### src/rtl/fpga_operand_entry.sv
// fpga_operand_entry: key synchronizer/debouncer and operand assembly FSM
// feeding the DE2 ALU datapath over a valid/ready handshake.
module fpga_operand_entry #(
    parameter int DEBOUNCE_CYCLES = 250000,
    parameter int CNT_W           = 18
) (
    input  logic        CLK,
    input  logic        nRST,
    input  logic [3:0]  KEY,
    input  logic [17:0] SW,
    output logic [31:0] port_a,
    output logic [31:0] port_b,
    output logic [3:0]  aluop,
    output logic        op_valid,
    input  logic        op_ready,
    output logic [2:0]  state_led
);

    typedef enum logic [2:0] {
        ST_A_LO    = 3'd0,
        ST_A_HI    = 3'd1,
        ST_B_LO    = 3'd2,
        ST_B_HI    = 3'd3,
        ST_OP      = 3'd4,
        ST_PRESENT = 3'd5
    } state_t;

    localparam logic [CNT_W-1:0] LP_CNT_LAST =
        CNT_W'(DEBOUNCE_CYCLES - 1);

    logic [3:0]       r_sync1;
    logic [3:0]       r_sync2;
    logic [CNT_W-1:0] r_cnt [4];
    logic [3:0]       r_db;
    logic [3:0]       r_db_d;
    logic [3:0]       w_press;
    logic             w_enter;
    logic             w_clear;
    logic             w_unused;

    state_t           r_state;
    state_t           w_state_nxt;
    logic [31:0]      r_port_a;
    logic [31:0]      r_port_b;
    logic [3:0]       r_aluop;
    logic             r_valid;
    logic [31:0]      w_port_a_nxt;
    logic [31:0]      w_port_b_nxt;
    logic [3:0]       w_aluop_nxt;
    logic             w_valid_nxt;
    logic [15:0]      w_sext;

    // Two-flop synchronizer on the raw active-low keys
    always_ff @(posedge CLK or negedge nRST) begin
        if (!nRST) begin
            r_sync1 <= '1;
            r_sync2 <= '1;
        end else begin
            r_sync1 <= KEY;
            r_sync2 <= r_sync1;
        end
    end

    // Per-key debounce: accept a level only after it differs long enough
    always_ff @(posedge CLK or negedge nRST) begin
        if (!nRST) begin
            for (int i = 0; i < 4; i++) begin
                r_cnt[i] <= '0;
            end
            r_db <= '1;
        end else begin
            for (int i = 0; i < 4; i++) begin
                if (r_sync2[i] != r_db[i]) begin
                    if (r_cnt[i] == LP_CNT_LAST) begin
                        r_db[i]  <= r_sync2[i];
                        r_cnt[i] <= '0;
                    end else begin
                        r_cnt[i] <= r_cnt[i] + 1'b1;
                    end
                end else begin
                    r_cnt[i] <= '0;
                end
            end
        end
    end

    // Delayed debounced level for falling-edge (press) detection
    always_ff @(posedge CLK or negedge nRST) begin
        if (!nRST) begin
            r_db_d <= '1;
        end else begin
            r_db_d <= r_db;
        end
    end

    assign w_press  = r_db_d & ~r_db;
    assign w_enter  = w_press[0];
    assign w_clear  = w_press[1];
    assign w_unused = ^{w_press[3:2], SW[17]};
    assign w_sext   = {16{SW[15]}};

    // State register
    always_ff @(posedge CLK or negedge nRST) begin
        if (!nRST) begin
            r_state <= ST_A_LO;
        end else begin
            r_state <= w_state_nxt;
        end
    end

    // Next-state and operand update; clear overrides enter and handshake
    always_comb begin
        w_state_nxt  = r_state;
        w_port_a_nxt = r_port_a;
        w_port_b_nxt = r_port_b;
        w_aluop_nxt  = r_aluop;
        w_valid_nxt  = r_valid;
        if (w_clear) begin
            w_state_nxt  = ST_A_LO;
            w_port_a_nxt = '0;
            w_port_b_nxt = '0;
            w_aluop_nxt  = '0;
            w_valid_nxt  = 1'b0;
        end else begin
            unique case (r_state)
                ST_A_LO: begin
                    if (w_enter) begin
                        w_port_a_nxt[15:0] = SW[15:0];
                        if (SW[16]) begin
                            w_port_a_nxt[31:16] = w_sext;
                            w_state_nxt = ST_B_LO;
                        end else begin
                            w_state_nxt = ST_A_HI;
                        end
                    end
                end
                ST_A_HI: begin
                    if (w_enter) begin
                        w_port_a_nxt[31:16] = SW[15:0];
                        w_state_nxt = ST_B_LO;
                    end
                end
                ST_B_LO: begin
                    if (w_enter) begin
                        w_port_b_nxt[15:0] = SW[15:0];
                        if (SW[16]) begin
                            w_port_b_nxt[31:16] = w_sext;
                            w_state_nxt = ST_OP;
                        end else begin
                            w_state_nxt = ST_B_HI;
                        end
                    end
                end
                ST_B_HI: begin
                    if (w_enter) begin
                        w_port_b_nxt[31:16] = SW[15:0];
                        w_state_nxt = ST_OP;
                    end
                end
                ST_OP: begin
                    if (w_enter) begin
                        w_aluop_nxt = SW[3:0];
                        w_valid_nxt = 1'b1;
                        w_state_nxt = ST_PRESENT;
                    end
                end
                ST_PRESENT: begin
                    if (r_valid && op_ready) begin
                        w_valid_nxt = 1'b0;
                        w_state_nxt = ST_A_LO;
                    end
                end
                default: begin
                    w_valid_nxt = 1'b0;
                    w_state_nxt = ST_A_LO;
                end
            endcase
        end
    end

    // Operand, opcode and valid registers
    always_ff @(posedge CLK or negedge nRST) begin
        if (!nRST) begin
            r_port_a <= '0;
            r_port_b <= '0;
            r_aluop  <= '0;
            r_valid  <= 1'b0;
        end else begin
            r_port_a <= w_port_a_nxt;
            r_port_b <= w_port_b_nxt;
            r_aluop  <= w_aluop_nxt;
            r_valid  <= w_valid_nxt;
        end
    end

    assign port_a    = r_port_a;
    assign port_b    = r_port_b;
    assign aluop     = r_aluop;
    assign op_valid  = r_valid;
    assign state_led = r_state;

endmodule
### config.mk
export PLATFORM = sky130hd
export DESIGN_NAME = fpga_operand_entry
export DESIGN_NICKNAME = d
export VERILOG_FILES = /design/src/rtl/fpga_operand_entry.sv
export SDC_FILE = /design/constraint.sdc
export NUM_CORES = 1
export LEC_CHECK = 0
export ABC_AREA = 1
export BUFFER_PORTS_ARGS = -buffer_cell sky130_fd_sc_hd__buf_2
export CAP_MARGIN = 20
export CORE_ASPECT_RATIO = 1.4
export CORE_MARGIN = 3
export CORE_UTILIZATION = 45
export DETAILED_ROUTE_END_ITERATION = 10
export PLACE_DENSITY = 0.66
export SYNTH_ARGS = -nofsm -noshare
export SYNTH_HDL_FRONTEND = slang
export SYNTH_SLANG_ARGS = --single-unit
### constraint.sdc
create_clock -name CLK -period 1.8 [get_ports CLK]
set_input_delay 0 -clock CLK [delete_from_list [all_inputs] [get_ports CLK]]
set_output_delay 0 -clock CLK [all_outputs]
set_load 0.01 [all_outputs]
======== Word-level counts from Yosys, hierarchy flattened ========
Index checks and enable logic that the tools add are counted.
cells by class
  reduce and logical (&&, ||, !) cells .... 18
  $add $sub $neg .......................... 2
  bitwise logic cells ..................... 2
  muxes and demuxes ....................... 30
  eq/ne operators ......................... 18
operator list
  kind                                                              count
  32-bit two-way mux                                                3
  18-bit two-way mux                                                4
  16-bit two-way mux                                                4
  16-bit one-hot mux with 2 select lines                            2
  18-bit by 1-bit adder with 18-bit output (second input constant)  2
  18-bit == test (second input constant)                            2
  3-bit two-way mux                                                 8
  3-bit != test (second input constant)                             8
  3-bit one-hot mux with 6 select lines                             1
  4-bit two-way mux                                                 3
  2-bit AND reduction                                               5
  4-bit AND reduction                                               2
  2-bit nonzero test                                                4
  3-bit by 2-bit == test with 1-bit output (second input constant)  2
  3-bit == test (second input constant)                             2
  6-bit AND reduction                                               1
  3-bit nonzero test                                                2
  4-bit OR reduction                                                1
  3-bit by 1-bit == test with 1-bit output (second input constant)  1
  3-bit logical NOT                                                 1
  1-bit two-way mux                                                 3
  1-bit one-hot mux with 3 select lines                             1
  3-bit AND reduction                                               1
  2-bit AND                                                         1
  5 further kinds                                                   6
word-level totals
  register bits ........................... 120
  output and inout bits ................... 72

======== Longest topological paths before layout ========
Gate-level depths: netlist (run 1).
  depth after elaboration ................. 5
  gate-level depth with buffers ........... 9
  depth with buffers taken out ............ 9

======== Worst setup path after synthesis (run 1) ========
No wires, ideal clock.
  kind .................................... reg2reg
  start point ............................. reg r_state[0], in the netlist state_led[0]
  end point ............................... reg r_port_a[21], in the netlist port_a[21]
  setup time .............................. 0.119 ns
  arrival time ............................ 1.328 ns
  clock period less this slack ............ 1.447 ns
  path slack .............................. 0.353 ns
  path buffers ............................ 2
  cell stages (with the launch flop) ...... 8
  path through ............................ dfrtp_1 > or2_1 > buf_4 > nand3_4 > nand2_1 > nand2_2 > buf_6 > o21ai_2
on the way
  longest elaborated chain between the ends .. 3
  elaborated cells on any way between the ends .. 9
  classes of those cells .................. 4 x eq/ne; 2 x mux; 3 x reduce/logical
RTL lines
  item                                                                                  RTL line  source
  start: declaration                                                                    41        state_t r_state;
  start signal: assignment                                                              107       r_state <= w_state_nxt;
  3-bit by 1-bit == test with 1-bit output / 3-bit logical NOT (equally long branches)  125       unique case (r_state)
  3-bit != test (no line) (tied with other cells)                                       --
  4-bit AND reduction (no line) / 32-bit two-way mux (equally long branches)            --
  end signal: assignment                                                                189       r_port_a <= w_port_a_nxt;
  end: declaration                                                                      43        logic [31:0] r_port_a;
Several ways; a longest one is shown, not always the timed one.
A chain may end at the register's enable or synchronous reset.

======== Final worst setup path (run 1) ========
  start point ............................. reg r_db[0]
  end point ............................... reg r_port_a[20], in the netlist port_a[20]
on the way
  longest elaborated chain between the ends .. 4
  elaborated cells on any way between the ends .. 5
  classes of those cells .................. 2 x eq/ne; 2 x bitwise; 1 x reduce/logical
RTL lines
  item                               RTL line  source
  start: declaration                 34        logic [3:0] r_db;
  start signal: indexed assignment   75        r_db[i] <= r_sync2[i];
  2-bit inverter (*)                 96        assign w_press = r_db_d & ~r_db;
  2-bit AND (*)                      96
  3-bit != test (no line)            --
  4-bit AND reduction (no line) (*)  --
Mark *: on every way between the ends. The rest lies on a longest branch, timed or not.

==> out/metrics.cfg, run 1 <==
[floorplan]
die_w_um=99.18
coreArea_um2=11880
die_h_um=136.5
row_count=47
floorplan.initialDensity_pct=46.05
dieArea_um2=13530
io_pins=97

[yosys]
postSynthAreaPerCell_um2=8.352
synthCells=655
yosysTopAreaCellShare_pct=49.41
post_synth_main_area_contributors=dfrtp_1 (49%), nand2_1 (11%), nor2_1 (8.6%), nand3_1 (6.4%), dfstp_2 (3.8%)
ys_seq_elements=116
ys_warn_count=0
ys_seq_area_share_pct=53.25
synth_cell_types=37
netlist_area_um2=5470
syn-num-nets=682
yosysTopAreaCell=dfrtp_1

[cts]
clock-root-buffer=clkbuf_16
clockBufferDepth=2
clkLatencyLatePin_ns=0.40
htreeDepth=4
clock-sinks=116
cts_tree=built
clk_pin_slew_ns=0.05
post_cts_buffers=0
cts_made_buffers=17

[placed_design]
pre_cts_slack_ns=0.1159
io_buffers=93
place_inst=891
dp_hpwl_mm=10.01
place.gp.congestion=0.9391

[global_routing]
grt_pass1_wl_mm=22.93
met2_usage_pct=36.32
grt_use_met3_pct=5.595
grt.busiest_layer=met2
use_met1_pct=25.63
overflow=0
grt_max_degree=117
grt_pass1_vias=4765
antenna_found_initial=0
gr-usage-all-layers_pct=21.37

[detailed_routing]
via_per_inst=5.082
remaining_drc_errors=0
post_drt_wl_per_cell_um=14.80
antenna_left=0
drt_iter0_markers=264
vias=4777
first_pass_iters=5
routed_wl_mm=13.91

[setup_path]
start_kind=register
crit_cells=7
path_cells=inv_1, nand2_1, inv_2, nand3_4, nand2_1, nand2_2, o21ai_0
crit_required_ns=2.06
path_max_fanout=15
crit_arrival_ns=1.91
worstSetupPathType=register to register
cp_top_family=simple AND/OR/NAND/NOR gates
reg2regPathDepth=7
cp_num_buf_inv=2
crit_path_end_kind=register
critical-path-max-stage-delay_ns=0.54
crit_path_frequent_cell=nand2_1
crit_slowest_cell=dfstp_2

[timing]
setup_ws_ns=0.1508
min_period_ns=1.649
clock_skew_ns=0.007295
fin_crit_sh_pct=91.62
maxSlewHeadroom_pct=58.38
finalSetupViolations=0
grt_setup_unrepaired=false
worstMarginPinSlew_ns=0.6243
final_hold_viol_count=0
timing.fmax_mhz=606.4
slew_violations=0
finalSetupTns_ns=0

[power_and_ir_drop]
power_frac_comb_pct=5.1
pwr-share-seq_pct=44.6
max-vdd-ir-drop_v=0.0004790
cell_internal_pwr_w=0.004751
sw_frac_of_total_pct=21.69
power_w=0.006066
p_per_area_nw_per_um2=883.3
clockPowerShare_pct=50.3
p_switching_w=0.001315
p_leak_nw=3.264

[finish]
multiInputGateArea_um2=2246
num_antenna_cells=0
area_growth_pct=25.55
fill_cells=1087
nets=808
drive_gt1_share_pct=22.95
seqCellArea_um2=2913
final_cell_count_no_fill=940

[hold_path]
hp-class=input pin to register
hold_depth=5

[outcome]
status=completed

[flow_run]
max-cap-violations=0

final timing paths:
| path | start | to | slack, ns |
|---|---|---|---|
| setup / recovery | r_db[0]$_DFFE_PN1P_ | port_a[20]$_DFFE_PN0P_ | 0.15 |
| hold / removal | SW[15] | port_a[15]$_DFFE_PN0P_ | 0.11 |
| setup reg to reg | r_db[0]$_DFFE_PN1P_ | port_a[20]$_DFFE_PN0P_ | 0.15 |
| hold reg to reg | r_sync1[0]$_DFF_PN1_ | r_sync2[0]$_DFF_PN1_ | 0.36 |
| max in group asynchronous | nRST | port_b[28]$_DFFE_PN0P_ | 1.11 |
| min in group asynchronous | nRST | r_cnt[42]$_DFF_PN0_ | 0.20 |
layer usage:
layer  share of wire, %  vias to the layer above
met1                 39                     2254
met2                 52                      154
met5                  0                        -
met4                3.1                        0
li1                   -                     2335
met3                6.0                       34
synth_stat cells, drive strengths merged:
cell type    n
nand3b       2
o21bai       4
inv         55
a31oi        2
nor3         6
or2          1
nor2       128
dfstp        8
o21ai       46
xnor2        5
nand3       73
o211ai       1
a21o         1
ha           2
nand2      166
nand4        4
dfrtp      108
xor2         9
clkbuf       3
nor3b        3
a21oi       12
buf         16
power by group through the flow:
stage	combinational (W)	clock (W)	sequential, W
after floorplan	0.000100	0	0.00276
after global placement	0.000279	0	0.00274
after detailed placement	0.000284	0	0.00275
after CTS	0.000317	0.00310	0.00270
after global routing	0.000350	0.00321	0.00271
final	0.000311	0.00305	0.00270
timing repair:
action                                  CTS  global route
hold buffers                             18             0
endpoints found under the setup margin    0             3
hold endpoints to repair                164             0
gates resized for setup                   0             3
final cells by class:
| class | count | share of cell area (%) |
|---|---|---|
| timing repair buffer | 126 | 11.26 |
| inverter | 55 | 3.042 |
| tap | 147 | 2.678 |
| multi-input combinational | 465 | 32.70 |
| sequential | 116 | 42.41 |
| clock buffer | 27 | 7.615 |
| clock inverter | 4 | 0.2915 |
through the flow:
| stage | instance area (um^2) | hold WS [ns] | util [%] |
|---|---|---|---|
| 2_1_floorplan | 5470 | -0.2956 | - |
| 3_3_place_gp | 6133 | 0.1075 | 51.63 |
| 3_5_place_dp | 6133 | 0.1065 | 51.63 |
| 4_1_cts | 6857 | 0.08102 | 57.72 |
| 5_1_grt | 6868 | 0.1248 | 57.82 |
| 6_report | 6868 | 0.1081 | 57.82 |
registers in the layout, summed over array words and instances (netlist names):
name	count
port_a	32
state_led	3
r_db_d	2
r_sync1	2
r_cnt	36
op_valid	1
r_db	2
r_sync2	2
aluop	4
port_b	32
worst min-delay path, delay by kind of cell:
kind | cells | cell delay (ns)
simple gates | 3 | 0.24
buf+inv | 2 | 0.24
cells by family (layout without fill, tap and decap cells):
family	after synthesis	in the layout	synth area share, %
simple gates	383	383	30.01
flops	116	116	53.25
buf+inv	74	212	5.901
compound gates	66	66	8.143
xor+xnor	14	14	2.242
fa+ha+maj	2	2	0.4574
cells in the final DEF, fill, tap and decap left out, drive strengths merged:
| master | instances |
|---|---|
| nor3b | 3 |
| xnor2 | 5 |
| ha | 2 |
| nor3 | 6 |
| xor2 | 9 |
| o21ai | 46 |
| nor2 | 128 |
| dfrtp | 108 |
| buf | 108 |
| or2 | 1 |
| clkinv | 4 |
| nand3b | 2 |
| a21oi | 12 |
| dlygate4sd3 | 18 |
| nand2 | 166 |
| clkbuf | 27 |
| a31oi | 2 |
| o21bai | 4 |
| dfstp | 8 |
| a21o | 1 |
| o211ai | 1 |
| nand3 | 73 |
| nand4 | 4 |
| inv | 55 |
Power figures use the tool's default switching activity.
==> inputs of run 2 (changes only) <==
Settings changed: PLACE_DENSITY 0.66 to 0.69.
Clock period 1.8 ns to 1.48 ns, I/O delays scaled along.
==> out/metrics.cfg, run 2 (same netlist as run 1, synthesis figures left out) <==
[setup_path]
r2r_setup_slack_ns=0.06  ; was 0.15 ns
reg2regPathDepth=8  ; was 7
crit_arrival_ns=1.75  ; was 1.91 ns
path_max_fanout=9  ; was 15
start_kind=register  ; unchanged
cp_top_family=simple AND/OR/NAND/NOR gates  ; unchanged
cp_num_buf_inv=1  ; was 2
timing.rr.start=r_db[1]$_DFFE_PN1P_  ; was r_db[0]$_DFFE_PN1P_
worstSetupPathType=register to register  ; unchanged
crit_slowest_cell=dfstp_2  ; unchanged
path_cells=inv_1, nand2_4, nand2_1, nor2_2, nor2_2, nand2_2, nand2_1, o21ai_1  ; was inv_1, nand2_1, inv_2, nand3_4, nand2_1, nand2_2, o21ai_0
r2r_end=state_led[0]$_DFFE_PN0P_  ; was port_a[20]$_DFFE_PN0P_
critical-path-max-stage-delay_ns=0.55  ; was 0.54 ns
crit_path_end_kind=register  ; unchanged
crit_required_ns=1.81  ; was 2.06 ns
crit_cells=8  ; was 7

[hold_path]
hold_depth=5  ; unchanged
min_from=SW[16]  ; was SW[15]
hold_end=state_led[1]$_DFFE_PN0P_  ; was port_a[15]$_DFFE_PN0P_
hp-class=input pin to register  ; unchanged

[floorplan]
row_count=47  ; unchanged
dieArea_um2=13530  ; unchanged
die_w_um=99.18  ; unchanged
coreArea_um2=11880  ; unchanged
floorplan.initialDensity_pct=46.05  ; unchanged
die_h_um=136.5  ; unchanged
io_pins=97  ; unchanged

[timing]
maxSlewHeadroom_pct=55.78  ; was 58.38%
finalSetupViolations=0  ; unchanged
setup_ws_ns=0.05706  ; was 0.1508 ns
slew_violations=0  ; unchanged
worstMarginPinSlew_ns=0.6633  ; was 0.6243 ns
timing.fmax_mhz=702.8  ; was 606.4 MHz
min_period_ns=1.423  ; was 1.649 ns
clock_skew_ns=0.007006  ; was 0.007295 ns
grt_setup_unrepaired=true  ; was false
fin_crit_sh_pct=96.14  ; was 91.62%
final_hold_viol_count=0  ; unchanged

[cts]
cts_tree=built  ; unchanged
clock-root-buffer=clkbuf_16  ; unchanged
cts_made_buffers=17  ; unchanged
clockBufferDepth=2  ; unchanged
clk_pin_slew_ns=0.05  ; about the same
htreeDepth=4  ; unchanged
clkLatencyLatePin_ns=0.41  ; was 0.40 ns
clock-sinks=116  ; unchanged

[global_routing]
grt_pass1_wl_mm=22.91  ; was 22.93 mm
grt_pass1_vias=4843  ; was 4765
grt_max_degree=117  ; unchanged
overflow=0  ; unchanged
antenna_found_initial=0  ; unchanged
gr-usage-all-layers_pct=21.37  ; about the same

[power_and_ir_drop]
p_per_area_nw_per_um2=1052  ; was 883.3 nW/um^2
p_leak_nw=3.406  ; was 3.264 nW
max-vdd-ir-drop_v=0.0007658  ; was 0.0004790 V

[outcome]
status=completed  ; unchanged

[finish]
drive_gt1_share_pct=28.29  ; was 22.95%
most-common-layout-cells=nand2_1 (157), nor2_1 (115), dfrtp_1 (106)  ; was nand2_1 (160), nor2_1 (125), dfrtp_1 (108)
fin_area_um2=7252  ; was 6868 um^2
final_cell_count_no_fill=967  ; was 940
mostFrequentLayoutCell=nand2_1  ; unchanged
area_growth_pct=32.57  ; was 25.55%
nets=834  ; was 808
largest_reg_flops=36  ; unchanged
utilization_pct=61.05  ; was 57.82%
num_antenna_cells=0  ; unchanged
top_register=r_cnt  ; unchanged
fill_cells=1042  ; was 1087

[detailed_routing]
via_per_inst=5.029  ; was 5.082
post_drt_wl_per_cell_um=14.81  ; was 14.80 um
remaining_drc_errors=0  ; unchanged
first_pass_iters=4  ; was 5
routed_wl_mm=14.32  ; was 13.91 mm
vias=4863  ; was 4777
antenna_left=0  ; unchanged
drt_iter0_markers=200  ; was 264

[placed_design]
postPlaceCellArea_um2=6356  ; was 6133 um^2
dp_hpwl_mm=10.07  ; was 10.01 mm
place.gp.congestion=0.9137  ; was 0.9391
pre_cts_slack_ns=0.001251  ; was 0.1159 ns
io_buffers=93  ; unchanged
place_inst=914  ; was 891

[flow_run]
max-cap-violations=0  ; unchanged

## run 2: cell count changes in the layout (fill, tap and decap cells not counted), sizes merged
cell / change
buf: +26
clkbuf: -4
bufinv: +2
clkinvlp: +2
clkinv: +1
## run 2: repair_timing
action | 4_1_cts | 5_1_grt
hold buffers | 18 | 0
endpoints found under the setup margin | 3 | 75
pin swaps | 0 | 4
gates cloned | 0 | 0
setup buffers | 0 | 3
resized for setup | 2 | 38
endpoints found under the hold margin | 163 | 0
## run 2: metal layers
layer / global-route usage (%) / vias to the layer above / routed length (um)
met5: 0 / - / 0
met3: 4.928 / 19 / 500
li1: - / 2395 / -
met2: 36.47 / 109 / 7493
met4: 7.821 / 0 / 277
met1: 26.37 / 2340 / 6048
## run 2: where the power goes
| group | total, W | switching, W | internal, W |
|---|---|---|---|
| clock network | 0.00395 | 0.00140 | 0.00255 |
| registers | 0.00329 | 0.0000440 | 0.00324 |
| logic | 0.000392 | 0.000229 | 0.000163 |
## run 2: worst reg2reg max path: stages, from the launching register on
cell	delay, ns
dfstp_2	0.55
inv_1	0.08
nand2_4	0.15
nand2_1	0.10
nor2_2	0.13
nor2_2	0.08
nand2_2	0.10
nand2_1	0.08
o21ai_1	0.09
## run 2: worst max-delay path by stage
stage | slack, ns | from | to
detailed placement | 0.001 | r_db[1]$_DFFE_PN1P_ | state_led[1]$_DFFE_PN0P_
finish | 0.06 | r_db[1]$_DFFE_PN1P_ | state_led[0]$_DFFE_PN0P_
floorplan | 0.03 | state_led[0]$_DFFE_PN0P_ | port_a[21]$_DFFE_PN0P_
global placement | 0.08 | r_db[1]$_DFFE_PN1P_ | state_led[1]$_DFFE_PN0P_
CTS | 0.004 | state_led[0]$_DFFE_PN0P_ | port_a[20]$_DFFE_PN0P_
global route | -0.07 | r_db[0]$_DFFE_PN1P_ | state_led[0]$_DFFE_PN0P_
## run 2: cell type report
| cell class | instances | area, um^2 | share of cell area [%] |
|---|---|---|---|
| clock buffer | 23 | 467.9 | 6.453 |
| sequential | 116 | 2915 | 40.20 |
| tap | 147 | 183.9 | 2.536 |
| multi-input combinational | 465 | 2340 | 32.26 |
| timing repair buffer | 152 | 1030 | 14.20 |
| inverter | 55 | 211.5 | 2.916 |
| clock inverter | 9 | 103.9 | 1.432 |
## run 2: through the flow
| stage | hold WS, ns | TNS [ns] | power, W |
|---|---|---|---|
| 6_report | 0.09039 | 0 | 0.007629 |
| 5_1_grt | 0.1191 | -0.2992 | 0.007899 |
| 4_1_cts | 0.08477 | 0 | 0.007689 |
| 3_5_place_dp | 0.1065 | 0 | 0.003685 |
| 3_3_place_gp | 0.1060 | 0 | 0.003676 |
| 2_1_floorplan | -0.2956 | 0 | 0.003473 |
